File: config.mk
export PLATFORM = sky130hd
export DESIGN_NAME = mem_stage_unit
export DESIGN_NICKNAME = d
export VERILOG_FILES = /design/src/rtl/mem_stage_unit.sv
export SDC_FILE = /design/constraint.sdc
export NUM_CORES = 1
export LEC_CHECK = 0
export CAP_MARGIN = 0
export CORE_MARGIN = 1
export CORE_UTILIZATION = 41
export DETAILED_ROUTE_END_ITERATION = 16
export GPL_ROUTABILITY_DRIVEN = 0
export PLACE_DENSITY = 0.8
export REMOVE_ABC_BUFFERS = 1
export SLEW_MARGIN = 0
export SYNTH_ARGS = -nofsm -noshare
export SYNTH_HDL_FRONTEND = slang
export SYNTH_SLANG_ARGS = --single-unit
File: constraint.sdc
create_clock -name clk -period 1.9 [get_ports clk]
set_input_delay 0.285 -clock clk [delete_from_list [all_inputs] [get_ports clk]]
set_output_delay 0.285 -clock clk [all_outputs]
set_load 0.03 [all_outputs]
File: src/rtl/mem_stage_unit.sv
// Memory stage of the 8-bit pipelined MIPS core: it resolves the branch redirect,
// performs loads and stores over a req/ack handshake with a timeout, and registers the MEM/WB fields.
module mem_stage_unit #(
  parameter int TIMEOUT_CYCLES = 15
) (
  input  logic        clk,
  input  logic        rst_n,
  input  logic [11:0] in_new_branch_pc,
  input  logic        in_zero,
  input  logic [7:0]  in_alu_result,
  input  logic [7:0]  in_data_2,
  input  logic [2:0]  in_reg_write,
  input  logic        in_MEM_mem_read_write,
  input  logic        in_MEM_pc_src,
  input  logic        in_WB_mem_or_alu,
  input  logic        in_WB_reg_write_signal,
  output logic        dmem_req,
  output logic        dmem_we,
  output logic [7:0]  dmem_addr,
  output logic [7:0]  dmem_wdata,
  input  logic        dmem_ack,
  input  logic [7:0]  dmem_rdata,
  output logic        stall,
  output logic        out_pc_src,
  output logic [11:0] out_branch_pc,
  output logic [7:0]  out_mem_data,
  output logic [7:0]  out_alu_result,
  output logic [2:0]  out_reg_write,
  output logic        out_WB_mem_or_alu,
  output logic        out_WB_reg_write_signal,
  output logic        mem_error
);

  typedef enum logic {S_IDLE, S_WAIT} state_t;

  localparam logic [7:0] CNT_LAST = 8'(TIMEOUT_CYCLES - 1);

  state_t     state, state_next;
  logic [7:0] cnt;
  logic       need_access;
  logic       at_limit;

  // A store always touches memory; otherwise only a load (write-back from memory) does.
  assign need_access = in_MEM_mem_read_write | in_WB_mem_or_alu;
  assign at_limit    = (cnt == CNT_LAST);

  // NOTE: sequential state uses non-blocking (<=) so every register samples pre-edge values.
  always_ff @(posedge clk or negedge rst_n) begin
    if (!rst_n) state <= S_IDLE;
    else        state <= state_next;
  end

  // NOTE: every comb output gets a default first so no path can infer a latch.
  always_comb begin
    state_next = state;
    case (state)
      S_IDLE: if (need_access)          state_next = S_WAIT;
      S_WAIT: if (dmem_ack || at_limit) state_next = S_IDLE;
      default:                          state_next = S_IDLE;
    endcase
  end

  always_comb begin
    stall = 1'b0;
    if (rst_n) begin
      case (state)
        S_IDLE:  stall = need_access;
        S_WAIT:  stall = !dmem_ack && !at_limit;
        default: stall = 1'b0;
      endcase
    end
    out_pc_src    = rst_n & in_MEM_pc_src & in_zero & !stall;
    out_branch_pc = in_new_branch_pc;
  end

  always_ff @(posedge clk or negedge rst_n) begin
    if (!rst_n) begin
      dmem_req                <= 1'b0;
      dmem_we                 <= 1'b0;
      dmem_addr               <= 8'h00;
      dmem_wdata              <= 8'h00;
      cnt                     <= 8'h00;
      out_mem_data            <= 8'h00;
      out_alu_result          <= 8'h00;
      out_reg_write           <= 3'd0;
      out_WB_mem_or_alu       <= 1'b0;
      out_WB_reg_write_signal <= 1'b0;
      mem_error               <= 1'b0;
    end else begin
      case (state)
        S_IDLE: begin
          if (need_access) begin
            dmem_req                <= 1'b1;
            dmem_we                 <= in_MEM_mem_read_write;
            dmem_addr               <= in_alu_result;
            dmem_wdata              <= in_data_2;
            cnt                     <= 8'h00;
            out_WB_mem_or_alu       <= 1'b0;
            out_WB_reg_write_signal <= 1'b0;
          end else begin
            out_alu_result          <= in_alu_result;
            out_reg_write           <= in_reg_write;
            out_WB_mem_or_alu       <= in_WB_mem_or_alu;
            out_WB_reg_write_signal <= in_WB_reg_write_signal;
          end
        end
        S_WAIT: begin
          if (dmem_ack) begin
            dmem_req                <= 1'b0;
            out_alu_result          <= in_alu_result;
            out_reg_write           <= in_reg_write;
            out_WB_mem_or_alu       <= in_WB_mem_or_alu;
            out_WB_reg_write_signal <= in_WB_reg_write_signal;
            if (!dmem_we) out_mem_data <= dmem_rdata;
          end else if (at_limit) begin
            // Aborted access retires with its register write suppressed.
            dmem_req                <= 1'b0;
            mem_error               <= 1'b1;
            out_alu_result          <= in_alu_result;
            out_reg_write           <= in_reg_write;
            out_WB_mem_or_alu       <= in_WB_mem_or_alu;
            out_WB_reg_write_signal <= 1'b0;
            out_mem_data            <= 8'h00;
          end else begin
            cnt <= cnt + 8'd1;
          end
        end
        default: dmem_req <= 1'b0;
      endcase
    end
  end

endmodule

# Word level (Yosys, flattened, before mapping)
# Cells that the tools add are included.
# word_totals
regBits	49
input_bits	47
out_inout_bits	54
wordCells	69
# classes
addsub	1
n_eq_ne	7
n_mux	31
bitwise	6
n_reduce_logical	12
# ops
op	count
two-way mux 8 bit	9
one-hot mux 8 bit (2 select lines)	2
two-way mux 1 bit	11
inequality test 2 bit (second input constant)	5
one-hot mux 1 bit (2 select lines)	5
two-way mux 3 bit	3
AND reduction 3 bit	3
adder 8 x 1 -> 8 bit (second input constant)	1
equality test 8 x 4 -> 1 bit (second input constant)	1
one-hot mux 3 bit (2 select lines)	1
AND reduction 2 bit	3
bitwise AND 1 bit	3
logical NOT 1 bit	3
inequality test 3 x 2 -> 1 bit (second input constant)	1
NOT 1 bit	2
nonzero test 2 bit	1
logical AND 1 bit	1
logical OR 1 bit	1
bitwise OR 1 bit	1

# Longest topological paths before layout
# Gate-level depths: netlist (run 1).
# logic_depth
depth_word	7
ltp_mapped	7
depth_no_buf	6

# Worst setup path before layout (run 1)
# OpenSTA, ideal clock, no wires.
# synth_timing
path_type	register -> output
start	register cnt[5]
end	output port out_pc_src
arrival_time_ns	1.686
required_time_ns	1.615
slack_ns	-0.071
path_stages_with_launch	6
n_path_buf	1
cell_sequence	dfrtp_1 or3_4 o21ai_4 nand2_4 buf_6 nor2_1
# synth_between
elab_chain_cells	7
# synth_lines
element	line	source
start, declared	39	logic [7:0] cnt;
start signal, assigned	125	cnt <= cnt + 8'd1;
equality test 8 x 4 -> 1 bit	45	assign at_limit = (cnt == CNT_LAST);
logical NOT 1 bit	68	S_WAIT: stall = !dmem_ack && !at_limit;
logical AND 1 bit	68	
one-hot mux 1 bit (2 select lines)	66	case (state)
two-way mux 1 bit	65	if (rst_n) begin
logical NOT 1 bit	72	out_pc_src = rst_n & in_MEM_pc_src & in_zero & !stall;
bitwise AND 1 bit	72	
end, declared	24	output logic out_pc_src,
# No other way between the ends.

# Worst setup path in the final report (run 1)
# layout_timing
start	register cnt[5]
end	output port stall
# layout_between
elab_chain_cells	5
# layout_lines
element	line	source
equality test 8 x 4 -> 1 bit	45	
logical NOT 1 bit	68	
logical AND 1 bit	68	
one-hot mux 1 bit (2 select lines)	66	
two-way mux 1 bit	65	
end, declared	23	output logic stall,
# No other way between the ends.

==> flow_summary.json, run 1 <==
{
  "outcome": "complete, but fails checks",
  "violations": "negative setup slack",
  "track_usage_pct": 18.9,
  "first_pass_iters": 4,
  "antenna_found_initial": 0,
  "rsz0062_at_grt": "true",
  "fin_skew_ps": 6.37,
  "drt_iter0_drc": 70,
  "drc": 0,
  "max-cap-violations": 0,
  "route.antenna.remaining_nets": 0,
  "synth_flop_cell": "dfrtp_1",
  "insertion_delay_ps": 290,
  "htreeDepth": 2,
  "placeableCoreArea_um2": 4880,
  "relSlewSlack_pct": 61.4,
  "setup_viol": 2,
  "tightest_slew_ps": 578,
  "r2r_setup_slack_ps": 10,
  "clockBufferDepth": 2,
  "mostFrequentLayoutCells": "73 x clkdlybuf4s50_1, 50 x nand2_1, 49 x dfrtp_1, 16 x buf_4, 13 x nand3_1",
  "finalCritPeriodShare_pct": 102,
  "viasPerCell": 4.97,
  "fin_nets": 328,
  "syn_to_final_growth_pct": 45.2,
  "synthArstFlopShare_pct": 100,
  "synth_warnings": 0,
  "clock_sinks": 49,
  "start_kind": "flip-flop",
  "power_uw": 4380,
  "hpwlAfterDp_mm": 3.48,
  "port_buffers": 76,
  "layout_commonest_cell": "clkdlybuf4s50_1",
  "required_ps": 1620,
  "numCtsBuffers": 5,
  "io_pins": 101,
  "wirelength_mm": 4.98,
  "irDropWorstVdd_mv": 0.960,
  "cts_tree": "yes",
  "grt_pass1_vias": 1755,
  "num_vias": 1719,
  "synth-seq-area-share_pct": 57.1,
  "drive_gt1_share_pct": 16.5,
  "antennaDiodeCount": 0,
  "yosysUniqueCellTypes": 40,
  "path_max_fanout": 4,
  "tns_ps": -66.4,
  "hold_violations": 0,
  "min-delay-path-class": "input pin to async pin",
  "p_leak_uw": 0.00145,
  "crit-reg2reg-launch": "cnt[0]$_DFFE_PN0P_",
  "synth_seq_cells": 49,
  "synth_edf_count": 0,
  "timing.rr.end": "out_mem_data[2]$_DFFE_PN0P_",
  "clk_pin_slew_ps": 80,
  "syn_avg_cell_area_um2": 10.9,
  "worstSetupStartpoint": "cnt[5]$_DFFE_PN0P_",
  "timing.hold.ws_ps": 320,
  "fp-row-count": 25,
  "syn_inst": 197,
  "dieArea_um2": 5530,
  "cts-root-buf": "clkbuf_8",
  "crit_arrival_ps": 1660,
  "place_ws_ps": 93.9,
  "powerDensity_nw_per_um2": 1400,
  "overflow": 0,
  "start_util_pct": 44.0,
  "setup_ws_ps": -43.1,
  "wl_per_cell_um": 14.4,
  "grt_start_max_net_pins": 49,
  "grt_pass1_wl_mm": 8.01,
  "max_freq_mhz": 515,
  "reg2regPathDepth": 9,
  "worstSetupEndpointType": "primary output",
  "synth_area_um2": 2150,
  "period_minus_slack_ps": 1940,
  "die_y_um": 74.4,
  "critPathKind": "flip-flop to primary output",
  "die-width_um": 74.4,
  "maxSlewViolCount": 0
}
[worst max path at each step]
stage	to	slack [ps]	cells after the start
2_1_floorplan	out_pc_src	-160	4
3_3_place_gp	stall	100	6
3_5_place_dp	out_mem_data[2]$_DFFE_PN0P_	90	5
4_1_cts	stall	-50	7
5_1_grt	out_mem_data[6]$_DFFE_PN0P_	-90	9
6_report	stall	-40	5
[stage by stage]
| stage | cells | util [%] | instance area, um^2 |
|---|---|---|---|
| CTS | 346 | 63.8 | 3120 |
| finish | 346 | 63.9 | 3120 |
| global route | 346 | 63.9 | 3120 |
| global placement | 332 | 60.7 | 2960 |
| floorplan | 178 | - | 2020 |
| detailed placement | 332 | 60.7 | 2960 |
[state kept, by name (all words and copies together) (netlist names), 3 cells and up]
register and cells:
cnt 8, dmem_addr 8, dmem_wdata 8, out_alu_result 8
out_mem_data 8, out_reg_write 3
[synthesized netlist by cell type (2+ instances only)]
master	n	area, um^2
and2_1	2	12.5
clkbuf_1	3	11.3
nand3_1	13	65.1
ha_1	2	25.0
buf_2	2	10.0
dfrtp_1	49	1230
nor2_1	7	26.3
mux2_4	6	90.1
o21ai_0	4	20.0
a22o_1	9	78.8
a21o_1	2	15.0
inv_1	3	11.3
nand2_1	50	188
a21oi_1	3	15.0
mux2_2	6	67.6
buf_4	12	90.1
[worst max-delay path, cell delays in order, from the launching register on]
cell     delay, ps
dfrtp_1        390
or3_4          420
o21ai_4        210
nand2_4         80
and2_4         150
buf_6          130
[per-layer routing]
| metal | routed length [um] | global-route usage [%] | vias up |
|---|---|---|---|
| li1 | - | - | 822 |
| met1 | 2170 | 23.0 | 808 |
| met2 | 2330 | 31.4 | 83 |
| met3 | 427 | 7.32 | 6 |
| met4 | 48 | 5.45 | 0 |
| met5 | 0 | 0 | - |
[kinds of logic after synthesis]
kind of cell / after synthesis / synth area share [%]
AO/OA/AOI/OAI: 27 / 9.61
adder cells (fa/ha/maj): 2 / 1.16
buffers and inverters: 22 / 6.41
flip-flops: 49 / 57.1
multiplexers: 13 / 7.80
AND/OR/NAND/NOR: 84 / 17.9
[power by group]
group | total, uW | switching [uW] | internal, uW
combinational | 2160 | 1170 | 984
clock | 600 | 311 | 289
sequential | 1620 | 221 | 1400
[final cells by class]
type	instances	area [um^2]
Multi-Input combinational cell	126	795
Sequential cell	49	1230
Fill cell	419	1760
Tap cell	67	83.8
Inverter	3	11.3
Clock buffer	7	86.3
Timing Repair Buffer	94	917
[repair_timing]
item                                   in CTS  in global routing
gates resized for setup                     3                  1
endpoints found under the hold margin       1                  0
hold buffers                                1                  0
setup endpoints to repair                   2                 13
pin swaps                                   3                  2
setup buffers                               6                  0
(Power assumes the default switching activity.)
==> run 2, diff against run 1 <==
CTS_CLUSTER_DIAMETER = 100   (was not set)
clock period = 1.8 ns   (was 1.9 ns; I/O delays follow)
==> run 2 against run 1 <==
Against the previous run:
- the flow still finishes with violations (negative setup slack)
- power increased by 10%
- via count increased by 2.0%
- sequential cell count unchanged
- non-clock buffer count increased by 7
- highest routed layer unchanged
==> flow_summary.json, run 2 (synthesis results as in run 1) <==
{
  "outcome": "complete, but fails checks",
  "violations": "negative setup slack",
  "p_int_uw": 2940,
  "period_minus_slack_ps": 1920,
  "layout_commonest_cell": "clkdlybuf4s50_1",
  "rsz0062_at_grt": "true",
  "hpwlAfterDp_mm": 3.52,
  "fp-row-count": 25,
  "htreeDepth": 2,
  "finalCritPeriodShare_pct": 107,
  "drive_gt1_share_pct": 20.2,
  "antenna_found_initial": 0,
  "grt_pass1_vias": 1744,
  "placeableCoreArea_um2": 4880,
  "placed_area_um2": 2990,
  "hold_violations": 0,
  "p_switching_uw": 1880,
  "seqPwrFrac_pct": 35.3,
  "fin_nets": 335,
  "cts_tree": "yes",
  "io_pins": 101,
  "crit_arrival_ps": 1650,
  "combPwrFrac_pct": 50.0,
  "wirelength_mm": 5.19,
  "setup_ws_ps": -118,
  "die-width_um": 74.4,
  "tightest_slew_ps": 596,
  "maxSlewViolCount": 0,
  "clock_sinks": 49,
  "numCtsBuffers": 5,
  "cts-root-buf": "clkbuf_8",
  "p_sw_share_pct": 39.0,
  "max-cap-violations": 0,
  "drt_iter0_drc": 83,
  "setup_viol": 3,
  "path_max_fanout": 3,
  "multi_input_area_um2": 826,
  "seqCellArea_um2": 1230,
  "fin_area_um2": 3230,
  "mostFrequentLayoutCells": "73 x clkdlybuf4s50_1, 50 x nand2_1, 49 x dfrtp_1, 22 x buf_4, 13 x nand3_1",
  "max_freq_mhz": 521,
  "first_pass_iters": 4,
  "syn_to_final_growth_pct": 50.4,
  "dieArea_um2": 5530,
  "num_vias": 1754,
  "tns_ps": -259,
  "relSlewSlack_pct": 60.3,
  "p_leak_uw": 0.00150,
  "drc": 0,
  "start_util_pct": 44.0,
  "track_usage_pct": 19.4,
  "p_clk_share_pct": 14.7,
  "required_ps": 1530,
  "nFillCells": 409,
  "start_kind": "flip-flop",
  "viasPerCell": 4.95,
  "powerDensity_nw_per_um2": 1490,
  "antennaDiodeCount": 0,
  "grt_pass1_wl_mm": 8.09,
  "worstSetupEndpointType": "primary output",
  "insertion_delay_ps": 300,
  "grt_start_max_net_pins": 49,
  "overflow": 0,
  "wl_per_cell_um": 14.7,
  "die_y_um": 74.4,
  "port_buffers": 76,
  "irDropWorstVdd_mv": 0.767,
  "clk_pin_slew_ps": 90,
  "clockBufferDepth": 2,
  "min-delay-path-class": "input pin to async pin",
  "fin_skew_ps": 7.05,
  "critPathKind": "flip-flop to primary output",
  "route.antenna.remaining_nets": 0,
  "power_uw": 4830,
  "utilization_pct": 66.2
}
[run 2: cell types whose count changed in the layout (fill, tap and decap cells not counted), sizes merged]
cell,delta
buf,+6
clkbuf,+1
inv,+1
[run 2: repair_timing]
action | CTS | global route
gates resized for setup | 4 | 8
setup buffers | 5 | 3
pin swaps | 2 | 6
endpoints found under the setup margin | 2 | 24
cloned | 0 | 1
hold buffers | 1 | 0
endpoints found under the hold margin | 1 | 0
[run 2: layer usage]
layer / up-vias / wire length, um / global-route usage (%)
met5: - / 0 / 0
met4: 0 / 44 / 5.03
met3: 5 / 489 / 8.40
met2: 83 / 2410 / 29.6
met1: 833 / 2240 / 25.3
li1: 833 / - / -
[run 2: path summary, 6_finish.rpt]
path	startpoint	to	slack, ps	cells after the start
max reg2reg	cnt[0]$_DFFE_PN0P_	cnt[3]$_DFFE_PN0P_	-30	9
min in group clk	mem_error$_DFFE_PN0P_	mem_error$_DFFE_PN0P_	480	1
min	rst_n	out_reg_write[2]$_DFFE_PN0P_	310	2
max	cnt[4]$_DFFE_PN0P_	stall	-120	5
min reg2reg	mem_error$_DFFE_PN0P_	mem_error$_DFFE_PN0P_	480	1
max in group asynchronous	rst_n	dmem_req$_DFFE_PN0P_	710	3
[run 2: critical path, cell delays in order (launching register included)]
cell,delay (ps)
dfrtp_1,400
or3_4,410
o21ai_4,190
nand2_4,80
and2_4,140
buf_6,130
[run 2: area by class of cell]
cell class                 instances  share of cell area, %
clock buffer                       7                   2.98
inverter                           3                  0.349
clock inverter                     1                  0.271
sequential                        49                   38.0
multi-input combinational        126                   25.6
tap                               67                   2.59
timing repair buffer             101                   30.3
[run 2: through the flow]
| stage | cells | setup WS (ps) | hold slack (ps) |
|---|---|---|---|
| final | 354 | -118 | 313 |
| after global routing | 354 | -168 | 311 |
| after CTS | 351 | -131 | 305 |
| after detailed placement | 337 | 38.1 | 74.1 |
| after global placement | 337 | 28.6 | 79.2 |
| after floorplan | 178 | -247 | -25.6 |
[run 2: power by group through the flow]
| stage | combinational [uW] | clock, uW | sequential (uW) |
|---|---|---|---|
| after global placement | 2240 | 0 | 1710 |
| final | 2410 | 712 | 1700 |
| after floorplan | 586 | 0 | 2360 |
| after detailed placement | 2290 | 0 | 1710 |
| after CTS | 2330 | 734 | 1700 |
| after global routing | 2570 | 765 | 1750 |
